===== config.mk =====
export PLATFORM = sky130hd
export DESIGN_NAME = adc_clip_rate_monitor
export DESIGN_NICKNAME = d
export VERILOG_FILES = /design/src/rtl/adc_clip_rate_monitor.sv
export SDC_FILE = /design/constraint.sdc
export NUM_CORES = 1
export LEC_CHECK = 0
export ABC_AREA = 1
export BUFFER_PORTS_ARGS = -buffer_cell sky130_fd_sc_hd__buf_2
export CAP_MARGIN = 10
export CORE_UTILIZATION = 50
export DETAILED_ROUTE_END_ITERATION = 16
export PLACE_DENSITY = 0.71
export SKIP_LAST_GASP = 1
export SLEW_MARGIN = 20
export SYNTH_ARGS = -nofsm -noshare
export SYNTH_HDL_FRONTEND = slang
export SYNTH_SLANG_ARGS = --single-unit

===== constraint.sdc =====
create_clock -name clk -period 8.6 [get_ports clk]
set_input_delay 0.86 -clock clk [delete_from_list [all_inputs] [get_ports clk]]
set_output_delay 0.86 -clock clk [all_outputs]
set_load 0.01 [all_outputs]

===== src/rtl/adc_clip_rate_monitor.sv =====
// adc_clip_rate_monitor
//   Counts ADC samples that sit on either signed full-scale code, summed over
//   a programmable window of ce cycles. Each completed window total is
//   published together with a running maximum and a sticky threshold flag.
//
// Ports
//   clk, rst     : system clock, synchronous active-high reset
//   ce           : clock enable for pipeline, window counter and accumulator
//   din          : PARALLEL_STREAMS signed samples, stream k at [k*DIN_WIDTH +: DIN_WIDTH]
//   win_len      : window length in ce cycles (0 behaves as 1)
//   thresh       : per-window clip-count threshold
//   clear        : clears max_count and over_thresh only
//   count_out    : clipped-sample total of the last completed window
//   count_valid  : one-cycle strobe when count_out updates
//   max_count    : largest count_out since reset/clear
//   over_thresh  : sticky, set when a window total >= thresh
module adc_clip_rate_monitor #(
  parameter int DIN_WIDTH        = 8,
  parameter int PARALLEL_STREAMS = 8,
  parameter int WINDOW_BITS      = 16,
  parameter int COUNT_WIDTH      = 24
) (
  input  logic                                   clk,
  input  logic                                   rst,
  input  logic                                   ce,
  input  logic [PARALLEL_STREAMS*DIN_WIDTH-1:0]  din,
  input  logic [WINDOW_BITS-1:0]                 win_len,
  input  logic [COUNT_WIDTH-1:0]                 thresh,
  input  logic                                   clear,
  output logic [COUNT_WIDTH-1:0]                 count_out,
  output logic                                   count_valid,
  output logic [COUNT_WIDTH-1:0]                 max_count,
  output logic                                   over_thresh
);
  localparam int PCW = $clog2(PARALLEL_STREAMS + 1);
  localparam int CWP = COUNT_WIDTH + 1;
  localparam logic [DIN_WIDTH-1:0]   POS_FS = {1'b0, {(DIN_WIDTH-1){1'b1}}};
  localparam logic [DIN_WIDTH-1:0]   NEG_FS = {1'b1, {(DIN_WIDTH-1){1'b0}}};
  localparam logic [WINDOW_BITS-1:0] ONE_W  = WINDOW_BITS'(1);

  // ---------------- per-stream clip detect ----------------
  logic [PARALLEL_STREAMS-1:0] clip_flags;

  for (genvar k = 0; k < PARALLEL_STREAMS; k++) begin : g_lane
    logic [DIN_WIDTH-1:0] smp;
    assign smp           = din[k*DIN_WIDTH +: DIN_WIDTH];
    assign clip_flags[k] = (smp == POS_FS) || (smp == NEG_FS);
  end

  // ---------------- window counter ----------------
  logic [WINDOW_BITS-1:0] win_cnt_q, win_cnt_d;
  logic [WINDOW_BITS-1:0] len_q, len_d;
  logic [WINDOW_BITS-1:0] cur_len;
  logic                   win_last;

  always_comb begin
    // Length is sampled at the first cycle of a window and frozen after, so
    // a win_len change mid-window only affects the following window.
    cur_len = len_q;
    if (win_cnt_q == '0) cur_len = (win_len == '0) ? ONE_W : win_len;
    win_last  = (win_cnt_q == cur_len - ONE_W);
    win_cnt_d = win_last ? '0 : win_cnt_q + ONE_W;
    len_d     = cur_len;
  end

  // ---------------- stages 1/2: flags, popcount ----------------
  logic [PARALLEL_STREAMS-1:0] flags_q;
  logic                        last1_q, last2_q;
  logic [PCW-1:0]              pc_q, pc_d;

  always_comb begin
    pc_d = '0;
    for (int k = 0; k < PARALLEL_STREAMS; k++) pc_d = pc_d + PCW'(flags_q[k]);
  end

  // ---------------- stage 3: accumulate / publish ----------------
  logic [COUNT_WIDTH-1:0] acc_q, acc_d;
  logic [COUNT_WIDTH-1:0] cnt_q, cnt_d;
  logic [COUNT_WIDTH-1:0] max_q, max_d;
  logic                   vld_q, vld_d;
  logic                   over_q, over_d;
  logic [COUNT_WIDTH:0]   sum_wide;
  logic [COUNT_WIDTH-1:0] sum_sat;

  always_comb begin
    sum_wide = {1'b0, acc_q} + CWP'(pc_q);
    sum_sat  = sum_wide[COUNT_WIDTH] ? '1 : sum_wide[COUNT_WIDTH-1:0];

    acc_d  = acc_q;
    cnt_d  = cnt_q;
    vld_d  = 1'b0;
    max_d  = max_q;
    over_d = over_q;

    if (clear) begin
      max_d  = '0;
      over_d = 1'b0;
    end

    if (ce) begin
      if (last2_q) begin
        // Closing sample is folded into the published total; the
        // accumulator restarts empty for the next window's first sample,
        // which is one stage behind and lands next ce cycle.
        acc_d = '0;
        cnt_d = sum_sat;
        vld_d = 1'b1;
        // Applied after clear, so a coincident completion wins.
        if (sum_sat > max_d) max_d = sum_sat;
        if (sum_sat >= thresh) over_d = 1'b1;
      end else begin
        acc_d = sum_sat;
      end
    end
  end

  always_ff @(posedge clk) begin
    if (rst) begin
      win_cnt_q <= '0;
      len_q     <= '0;
      flags_q   <= '0;
      last1_q   <= 1'b0;
      pc_q      <= '0;
      last2_q   <= 1'b0;
      acc_q     <= '0;
      cnt_q     <= '0;
      vld_q     <= 1'b0;
      max_q     <= '0;
      over_q    <= 1'b0;
    end else begin
      if (ce) begin
        win_cnt_q <= win_cnt_d;
        len_q     <= len_d;
        flags_q   <= clip_flags;
        last1_q   <= win_last;
        pc_q      <= pc_d;
        last2_q   <= last1_q;
      end
      acc_q  <= acc_d;
      cnt_q  <= cnt_d;
      vld_q  <= vld_d;
      max_q  <= max_d;
      over_q <= over_d;
    end
  end

  assign count_out   = cnt_q;
  assign count_valid = vld_q;
  assign max_count   = max_q;
  assign over_thresh = over_q;

endmodule

==> results.md, run 1 <==
- Worst-path fanout max: 28
- Leading post-synthesis cells by cell area: dfxtp_1, nand2_1, ha_1
- Avg WL per Cell: 13.2 um
- CTS hold repair buffers: 0
- Routed wire length: 21500 um
- Drt first pass iters: 5
- Initial Utilization: 51.8%
- Hold WC Path Type: flip-flop to flip-flop
- Largest net degree at the start of global routing: 93
- Dpl hpwl: 15800 um
- Routed vias: 8326
- Register area share after synthesis: 28.9%
- CP bufs+invs: 1
- CTS Root Cell: clkbuf_16
- IO Port Bufs: 157
- First-pass GRT wire length: 34900 um
- Site row count: 46
- DRC violations left: 0
- Register bit count reported by yosys: 120
- CTS buffer count: 17
- Post-layout util: 60.8%
- Static leakage: 4.97 nW
- Final setup TNS: 0 ns
- Hold Slack: 0.466 ns
- Arrival time at the worst endpoint: 5.19 ns
- Worst path slowest cell: nand4_1
- CP required: 8.93 ns
- Grt ovf: 0
- ANT nets after route: 0
- Share of the synthesized area in the top cell type: 28.9%
- Area grow syn2layout: 17.3%
- I/O pin count: 158
- Most frequent cells in the layout: nand2_1, inv_1, nor2_1, buf_2, dfxtp_1
- Max-slew violations: 0
- Final hold vios: 0
- Vias per cell: 5.13
- Commonest non-fill, non-tap cell in the layout: nand2_1
- H-tree depth: 4
- Post-Syn Instances: 1261
- Skew-Pair Late Insertion Delay: 0.42 ns
- CTS tree: yes
- Final clock skew: 0.0110 ns
- Final GP Congestion: 0.928
- Setup repair bufs after CTS: 0
- Ordered cell list for the critical path: ha_1, fa_1, nand3_1, nand3_1, nand2_1, nor3_1, nand4_1, nand3_1, ha_1, nand4_1, or3_1, nor4_1, a21oi_1, nand2_1, buf_4, nor2_1, a211oi_1
- Max-cap violations: 0
- Peak VDD IR: 0.000146 V
- Power, Total: 0.00159 W
- Async SR Flop Fraction: 0%
- Global Route Usage Sum: 26.1%
- Clk sinks: 120
- Initial antenna violation count: 0
- Post-synth EDFFs: 0
- Pin slew with the least headroom to its limit: 1.04 ns
- Period Utilization, post-route: 56.5%
- Die H: 131 um
- CP max stage delay: 0.62 ns
- Worst setup EP type: flip-flop
- Area leader, netlist: dfxtp_1
- Mapped Nets: 1432
- Clk slew on worst S/H paths: 0.05 ns
- Share of cells above drive strength 1: 18.0%
- Diode count: 0
- Synthesis Warnings: 0
- Power Dens Cells: 163 mW/mm^2
- Deepest clock path buffer count: 2
- Post-CTS Resized: 0
- Final setup vio count: 0
- Nets: 1568
- Primary FF master, synth: dfxtp_1
- Synthesized area per cell: 6.59 sq um
- Number of distinct library cells after synthesis: 39
- DIE WIDTH: 131 um
- Via count of the first global-routing pass: 7472
- Max-slew headroom: 30.9%
- Core Area: 0.0161 sq mm
- Fin crit period: 4.86 ns
- Outcome: finished clean
- Cell family with most CP delay: simple AND/OR/NAND/NOR gates
- Setup CP Type: flip-flop to flip-flop
- Highest clock rate: 206 MHz
- RSZ-0062 raised after global routing: false
- Initial drt markers: 552
- Post-Syn Area: 0.00832 sq mm
- Startpoint Class: flip-flop
- Die ar.: 0.0172 sq mm
- Most frequent CP cell: nand3_1
[worst register-to-register path, cell delays in order (launching register included)]
cell and delay (ns):
dfxtp_1 0.33, ha_1 0.18, fa_1 0.21, nand3_1 0.09, nand3_1 0.10, nand2_1 0.11
nor3_1 0.28, nand4_1 0.62, nand3_1 0.51, ha_1 0.22, nand4_1 0.13, or3_1 0.36
nor4_1 0.31, a21oi_1 0.12, nand2_1 0.54, buf_4 0.41, nor2_1 0.08, a211oi_1 0.17
[metrics by stage]
stage               cell area, sq um  std cells  worst slack (ns)
floorplan                       8320       1261              4.77
global placement                9190       1594              4.00
detailed placement              9190       1594              3.81
CTS                             9760       1622              3.79
global route                    9760       1622              3.15
finish                          9760       1622              3.74
[report_power, final]
part           internal (W)  total [W]  switching [W]
logic              0.000109   0.000300       0.000190
clock network      0.000458   0.000698       0.000241
registers          0.000578   0.000590      0.0000125
[cells by family after synthesis]
family | Yosys count | synth area share, %
fa+ha+maj | 63 | 9.93
flops | 120 | 28.9
simple gates | 628 | 34.1
xor+xnor | 29 | 3.05
compound gates | 192 | 12.9
buf+inv | 229 | 11.1
[cell usage after synthesis, types with 4 or more instances]
master,number
nand2_1,280
inv_1,166
nor2_1,164
dfxtp_1,120
a21oi_1,80
o21ai_0,67
ha_1,58
nand3_1,55
clkbuf_1,34
nand4_1,29
a211oi_1,27
nand2_2,24
xor2_1,18
nor3_1,16
nor4_1,16
inv_2,14
nand3b_1,14
nor2_4,11
xnor2_1,11
buf_6,8
o211ai_1,6
fa_1,5
a31oi_1,4
nor2_2,4
or2_2,4
[final timing paths]
path	start	end	slack [ns]	cells past startpoint
max	acc_q[0]$_SDFFE_PP0P_	max_count[3]$_SDFF_PP0_	3.74	17
min	last1_q$_SDFFE_PP0P_	last1_q$_SDFFE_PP0P_	0.47	2
max reg2reg	acc_q[0]$_SDFFE_PP0P_	max_count[3]$_SDFF_PP0_	3.74	17
min reg2reg	last1_q$_SDFFE_PP0P_	last1_q$_SDFFE_PP0P_	0.47	2
[state kept, by name, indices dropped and copies added, names as in the netlist]
name	count
acc_q	24
count_out	24
count_valid	1
flags_q	8
last1_q	1
last2_q	1
len_q	16
max_count	24
over_thresh	1
pc_q	4
win_cnt_q	16
[metal layers]
layer / part of all wire, % / routed length (um) / up-vias / global-route usage, %
li1: - / - / 4376 / -
met1: 47 / 10000 / 3712 / 32.3
met2: 46 / 9980 / 198 / 45.4
met3: 4.4 / 951 / 40 / 3.83
met4: 2.5 / 537 / 0 / 10.5
met5: 0 / 0 / - / 0
[layout make-up]
| type | count | area (sq um) |
|---|---|---|
| Fill cell | 1571 | 6300 |
| Multi-Input combinational cell | 912 | 4990 |
| Sequential cell | 120 | 2400 |
| Timing Repair Buffer | 165 | 846 |
| Inverter | 181 | 679 |
| Clock buffer | 25 | 505 |
| Tap cell | 216 | 270 |
| Clock inverter | 3 | 65.1 |
No activity file was read; power rests on OpenSTA's default activity.
==> run 2: changes to the inputs <==
==> constraint.sdc (replaced) <==
create_clock -name clk -period 4.8 [get_ports clk]
set_input_delay 0.48 -clock clk [delete_from_list [all_inputs] [get_ports clk]]
set_output_delay 0.48 -clock clk [all_outputs]
set_load 0.01 [all_outputs]
==> run 2 against run 1 <==
  * Power is 85% higher
  * Non-clock buffer count is 7 higher
  * Cell count is 0.68% higher
  * Maximum frequency is 15% higher
  * Final area is 1.1% higher
  * Critical path type unchanged
  * Critical endpoint is now max_count[21]$_SDFF_PP0_
==> results.md, run 2 (same netlist as run 1, synthesis figures left out) <==
- Outcome: finished clean
- DRC violations left: 0
- Register area: 0.00240 sq mm
- Fillers: 1562
- Post-CTS Resized: 0
- Placed cells: 1601
- Initial Utilization: 51.8%
- Worst path slowest cell: nor4_1
- Final setup TNS: 0 ns
- Vias per cell: 5.09
- H-tree depth: 4
- Share of cells above drive strength 1: 18.8%
- Fin crit period: 4.22 ns
- Drt first pass iters: 5
- Site row count: 46
- Final GP Congestion: 0.884
- Grt ovf: 0
- Startpoint Class: flip-flop
- Setup CP Type: flip-flop to flip-flop
- Highest clock rate: 237 MHz
- Worst setup EP type: flip-flop
- Most frequent cells in the layout: nand2_1, inv_1, nor2_1, buf_2, dfxtp_1
- Power Dens Cells: 297 mW/mm^2
- Worst slack at placement: 0.727 ns
- CTS buffer count: 17
- Nets: 1575
- Global Route Usage Sum: 25.7%
- Pin slew with the least headroom to its limit: 1.02 ns
- Max-slew headroom: 31.6%
- Period Utilization, post-route: 87.9%
- DIE WIDTH: 131 um
- Worst-path fanout max: 22
- Largest net degree at the start of global routing: 92
- Initial drt markers: 513
- Hold WC Path Type: input pin to flip-flop
- Area grow syn2layout: 18.6%
- Clk sinks: 120
- Arrival time at the worst endpoint: 4.51 ns
- Die ar.: 0.0172 sq mm
- Avg WL per Cell: 13.1 um
- CTS hold repair buffers: 0
- I/O pin count: 158
- Via count of the first global-routing pass: 7334
- Final cell count without fillers: 1633
- IO Port Bufs: 157
- Clk slew on worst S/H paths: 0.05 ns
- Die H: 131 um
- Max-slew violations: 0
- Diode count: 0
- Post-layout util: 61.4%
- Routed vias: 8305
- CP required: 5.09 ns
- Dpl hpwl: 15800 um
- Commonest non-fill, non-tap cell in the layout: nand2_1
- Static leakage: 5.02 nW
- Ordered cell list for the critical path: ha_1, fa_1, nand3_1, nand3_1, nand2_1, nor2_1, nand3_1, nor4_1, inv_1, nor2_1, a21oi_1, o21ai_0, ha_1, nand2_1, nor4_1, a21oi_1, nand2_1, buf_4, nor2_1, a211oi_1
- Final clock skew: 0.00821 ns
- Final WS setup: 0.579 ns
- Setup repair bufs after CTS: 0
- CTS Root Cell: clkbuf_16
- First-pass GRT wire length: 34600 um
- Final hold vios: 0
- Multi-input logic area: 0.00499 sq mm
- ANT nets after route: 0
- RSZ-0062 raised after global routing: false
- CP max stage delay: 0.40 ns
- Deepest clock path buffer count: 2
- CTS tree: yes
- Final setup vio count: 0
- Skew-Pair Late Insertion Delay: 0.42 ns
- Routed wire length: 21400 um
- Peak VDD IR: 0.000241 V
- Max-cap violations: 0
- Core Area: 0.0161 sq mm
- Initial antenna violation count: 0
-- run 2: report_power, final --
part	leakage, nW	internal (W)	total, W	switching, W
Sequential	0.976	0.00103	0.00106	0.0000224
Clock	0.301	0.000869	0.00134	0.000469
Combinational	3.74	0.000200	0.000538	0.000338
Total	5.02	0.00210	0.00293	0.000830
-- run 2: path summary, 6_finish.rpt --
kind | start | to | slack, ns | cells after the start
setup / recovery | pc_q[0]$_SDFFE_PP0P_ | max_count[21]$_SDFF_PP0_ | 0.58 | 20
hold / removal | din[63] | flags_q[7]$_SDFFE_PP0P_ | 0.35 | 3
setup reg to reg | pc_q[0]$_SDFFE_PP0P_ | max_count[21]$_SDFF_PP0_ | 0.58 | 20
hold reg to reg | last1_q$_SDFFE_PP0P_ | last1_q$_SDFFE_PP0P_ | 0.47 | 2
-- run 2: per-stage QoR --
| step | cell area (sq um) | total power (W) | hold slack, ns |
|---|---|---|---|
| 6_report | 9870 | 0.00293 | 0.352 |
| 5_1_grt | 9870 | 0.00307 | 0.359 |
| 4_1_cts | 9870 | 0.00295 | 0.346 |
| 3_5_place_dp | 9240 | 0.00161 | 0.460 |
| 3_3_place_gp | 9240 | 0.00161 | 0.454 |
| 2_1_floorplan | 8320 | 0.00146 | 0.446 |
-- run 2: metal layers --
metal | vias up | part of all wire (%) | global-route usage, %
met1 | 3712 | 47 | 32.8
met3 | 28 | 4.2 | 4.64
met4 | 0 | 1.7 | 8.18
met5 | - | 0 | 0
li1 | 4372 | - | -
met2 | 193 | 47 | 43.9
-- run 2: critical path: cells and delay by family, from the launching register on --
| family | cells | cell delay, ns |
|---|---|---|
| AND/OR/NAND/NOR | 11 | 1.88 |
| AO/OA/AOI/OAI | 4 | 0.81 |
| adder cells (fa/ha/maj) | 3 | 0.70 |
| buffers and inverters | 2 | 0.37 |
| flip-flops | 1 | 0.33 |
-- run 2: layout make-up --
cell class / count / area share [%]
clock inverter: 11 / 1.47
inverter: 181 / 6.89
timing repair buffer: 172 / 9.11
sequential: 120 / 24.3
clock buffer: 21 / 4.87
multi-input combinational: 912 / 50.6
tap: 216 / 2.74
==> run 3: changes to the inputs <==
--- a/config.mk
+++ b/config.mk
@@ -11,6 +11,7 @@
 export CORE_UTILIZATION = 50
 export DETAILED_ROUTE_END_ITERATION = 16
 export PLACE_DENSITY = 0.71
+export RECOVER_POWER = 50
 export SKIP_LAST_GASP = 1
 export SLEW_MARGIN = 20
 export SYNTH_ARGS = -nofsm -noshare
==> run 3 against run 2 <==
  * The flow now finishes with violations (capacitance limit, slew limit)
  * Cell count unchanged
  * Critical endpoint unchanged
  * Via count about the same
  * Sequential share of layout area up 0.22 points
  * Clock-buffer cell count unchanged
  * Worst hold slack about the same
  * Register-to-register slack about the same
  * Power down 0.12%
  * Clock power about the same
  * Utilization down 0.56 points
  * Combinational power down 1%
  * Worst setup slack worse by 0.0066 ns
==> results.md, run 3 (same netlist as run 1, synthesis figures left out) <==
- Grt ovf: 0
- Deepest clock path buffer count: 2
- Routed vias: 8308
- Area grow syn2layout: 17.6%
- Outcome: complete, but fails checks
- Nets: 1575
- Die ar.: 0.0172 sq mm
- Max-slew headroom: -61.4%
- Vias per cell: 5.09
- Arrival time at the worst endpoint: 4.49 ns
- Site row count: 46
- Clk slew on worst S/H paths: 0.05 ns
- Dpl hpwl: 15800 um
- Die H: 131 um
- CTS buffer count: 17
- Worst path slowest cell: ha_1
- Drt first pass iters: 5
- Core Area: 0.0161 sq mm
- Setup repair bufs after CTS: 0
- Share of cells above drive strength 1: 14.9%
- CP bufs+invs: 1
- Skew-Pair Late Insertion Delay: 0.42 ns
- CTS Root Cell: clkbuf_16
- Cell family with most CP delay: simple AND/OR/NAND/NOR gates
- First-pass GRT wire length: 34600 um
- Max-slew violations: 187
- Pin slew with the least headroom to its limit: 2.42 ns
- Initial antenna violation count: 0
- CTS hold repair buffers: 0
- Static leakage: 4.79 nW
- Final hold vios: 0
- CP max stage delay: 0.36 ns
- Hold WC Path Type: input pin to flip-flop
- Setup CP Type: flip-flop to flip-flop
- Post-layout util: 60.9%
- Clk sinks: 120
- Final clock skew: 0.00987 ns
- Fin crit period: 4.23 ns
- Final GP Congestion: 0.884
- DIE WIDTH: 131 um
- Post-CTS Resized: 0
- Max-cap violations: 3
- Highest clock rate: 237 MHz
- Worst-path fanout max: 22
- Most frequent cells in the layout: nand2_1, inv_1, nor2_1, dfxtp_1, buf_2
- Diode count: 0
- Final setup vio count: 0
- RSZ-0062 raised after global routing: false
- Worst slack at placement: 0.727 ns
- Power Dens Cells: 300 mW/mm^2
- Peak VDD IR: 0.000241 V
- Power, Total: 0.00293 W
- H-tree depth: 4
- CTS tree: yes
- Commonest non-fill, non-tap cell in the layout: nand2_1
- ANT nets after route: 0
- Startpoint Class: flip-flop
- DRC violations left: 0
- Largest net degree at the start of global routing: 92
- Hold Slack: 0.352 ns
- Routed wire length: 21300 um
- Via count of the first global-routing pass: 7334
- Worst setup EP type: flip-flop
- IO Port Bufs: 157
- Ordered cell list for the critical path: ha_1, fa_1, nand3_1, nand3_1, nand2_1, nor2_1, nand2_1, nor3_1, nand3_1, o21ai_0, nand3_1, ha_1, nand2_1, or3_1, nor4_1, a21oi_1, nand2_1, buf_4, nor2_1, a211oi_1
- Violated checks: capacitance limit, slew limit
- Initial Utilization: 51.8%
- Final setup TNS: 0 ns
- Global Route Usage Sum: 25.7%
- Period Utilization, post-route: 88.1%
- Avg WL per Cell: 13.1 um
- Final WS setup: 0.573 ns
- I/O pin count: 158
- Fillers: 1598
- Initial drt markers: 436
- CP required: 5.07 ns
run 3: cell types whose count changed in the layout (fill, tap and decap cells not counted):
cell / before / now
nand2_1: 280 / 281
clkbuf_2: 0 / 1
buf_4: 15 / 10
nor2_1: 164 / 165
nor2_2: 4 / 3
nand2_4: 1 / 0
clkbuf_1: 0 / 54
buf_2: 157 / 107
run 3: power breakdown:
group	switching (W)	internal, W
Sequential	0.0000228	0.00103
Clock	0.000471	0.000869
Combinational	0.000337	0.000195
Total	0.000831	0.00210
run 3: worst reg2reg max path: stages, from the launching register on:
cell and delay [ns]:
dfxtp_1 0.33, ha_1 0.19, fa_1 0.22, nand3_1 0.09, nand3_1 0.10, nand2_1 0.12, nor2_1 0.17, nand2_1 0.12
nor3_1 0.24, nand3_1 0.15, o21ai_0 0.22, nand3_1 0.23, ha_1 0.36, nand2_1 0.04, or3_1 0.36, nor4_1 0.31
a21oi_1 0.11, nand2_1 0.11, buf_4 0.25, nor2_1 0.08, a211oi_1 0.29
run 3: layout make-up:
type	instances	area, sq um	area share [%]
inverter	181	679	6.95
tap	216	270	2.76
clock buffer	21	480	4.91
multi-input combinational	912	4980	50.9
sequential	120	2400	24.6
clock inverter	11	145	1.48
timing repair buffer	172	818	8.37
run 3: routing by layer:
metal,wire [um],up-vias,GRT usage (%)
met3,939,35,4.64
met5,0,-,0
met1,10000,3710,32.8
met4,375,0,8.18
li1,-,4370,-
met2,10000,193,43.9
run 3: final timing paths:
check / startpoint / endpoint / slack [ns] / cells past startpoint
setup reg to reg: pc_q[0]$_SDFFE_PP0P_ / max_count[21]$_SDFF_PP0_ / 0.57 / 20
setup / recovery: pc_q[0]$_SDFFE_PP0P_ / max_count[21]$_SDFF_PP0_ / 0.57 / 20
hold reg to reg: last1_q$_SDFFE_PP0P_ / last1_q$_SDFFE_PP0P_ / 0.47 / 2
hold / removal: din[63] / flags_q[7]$_SDFFE_PP0P_ / 0.35 / 3
run 3: metrics by stage:
step / instances / instance area, sq um
2_1_floorplan: 1261 / 8320
3_3_place_gp: 1601 / 9240
3_5_place_dp: 1601 / 9240
4_1_cts: 1633 / 9870
5_1_grt: 1633 / 9780
6_report: 1633 / 9780
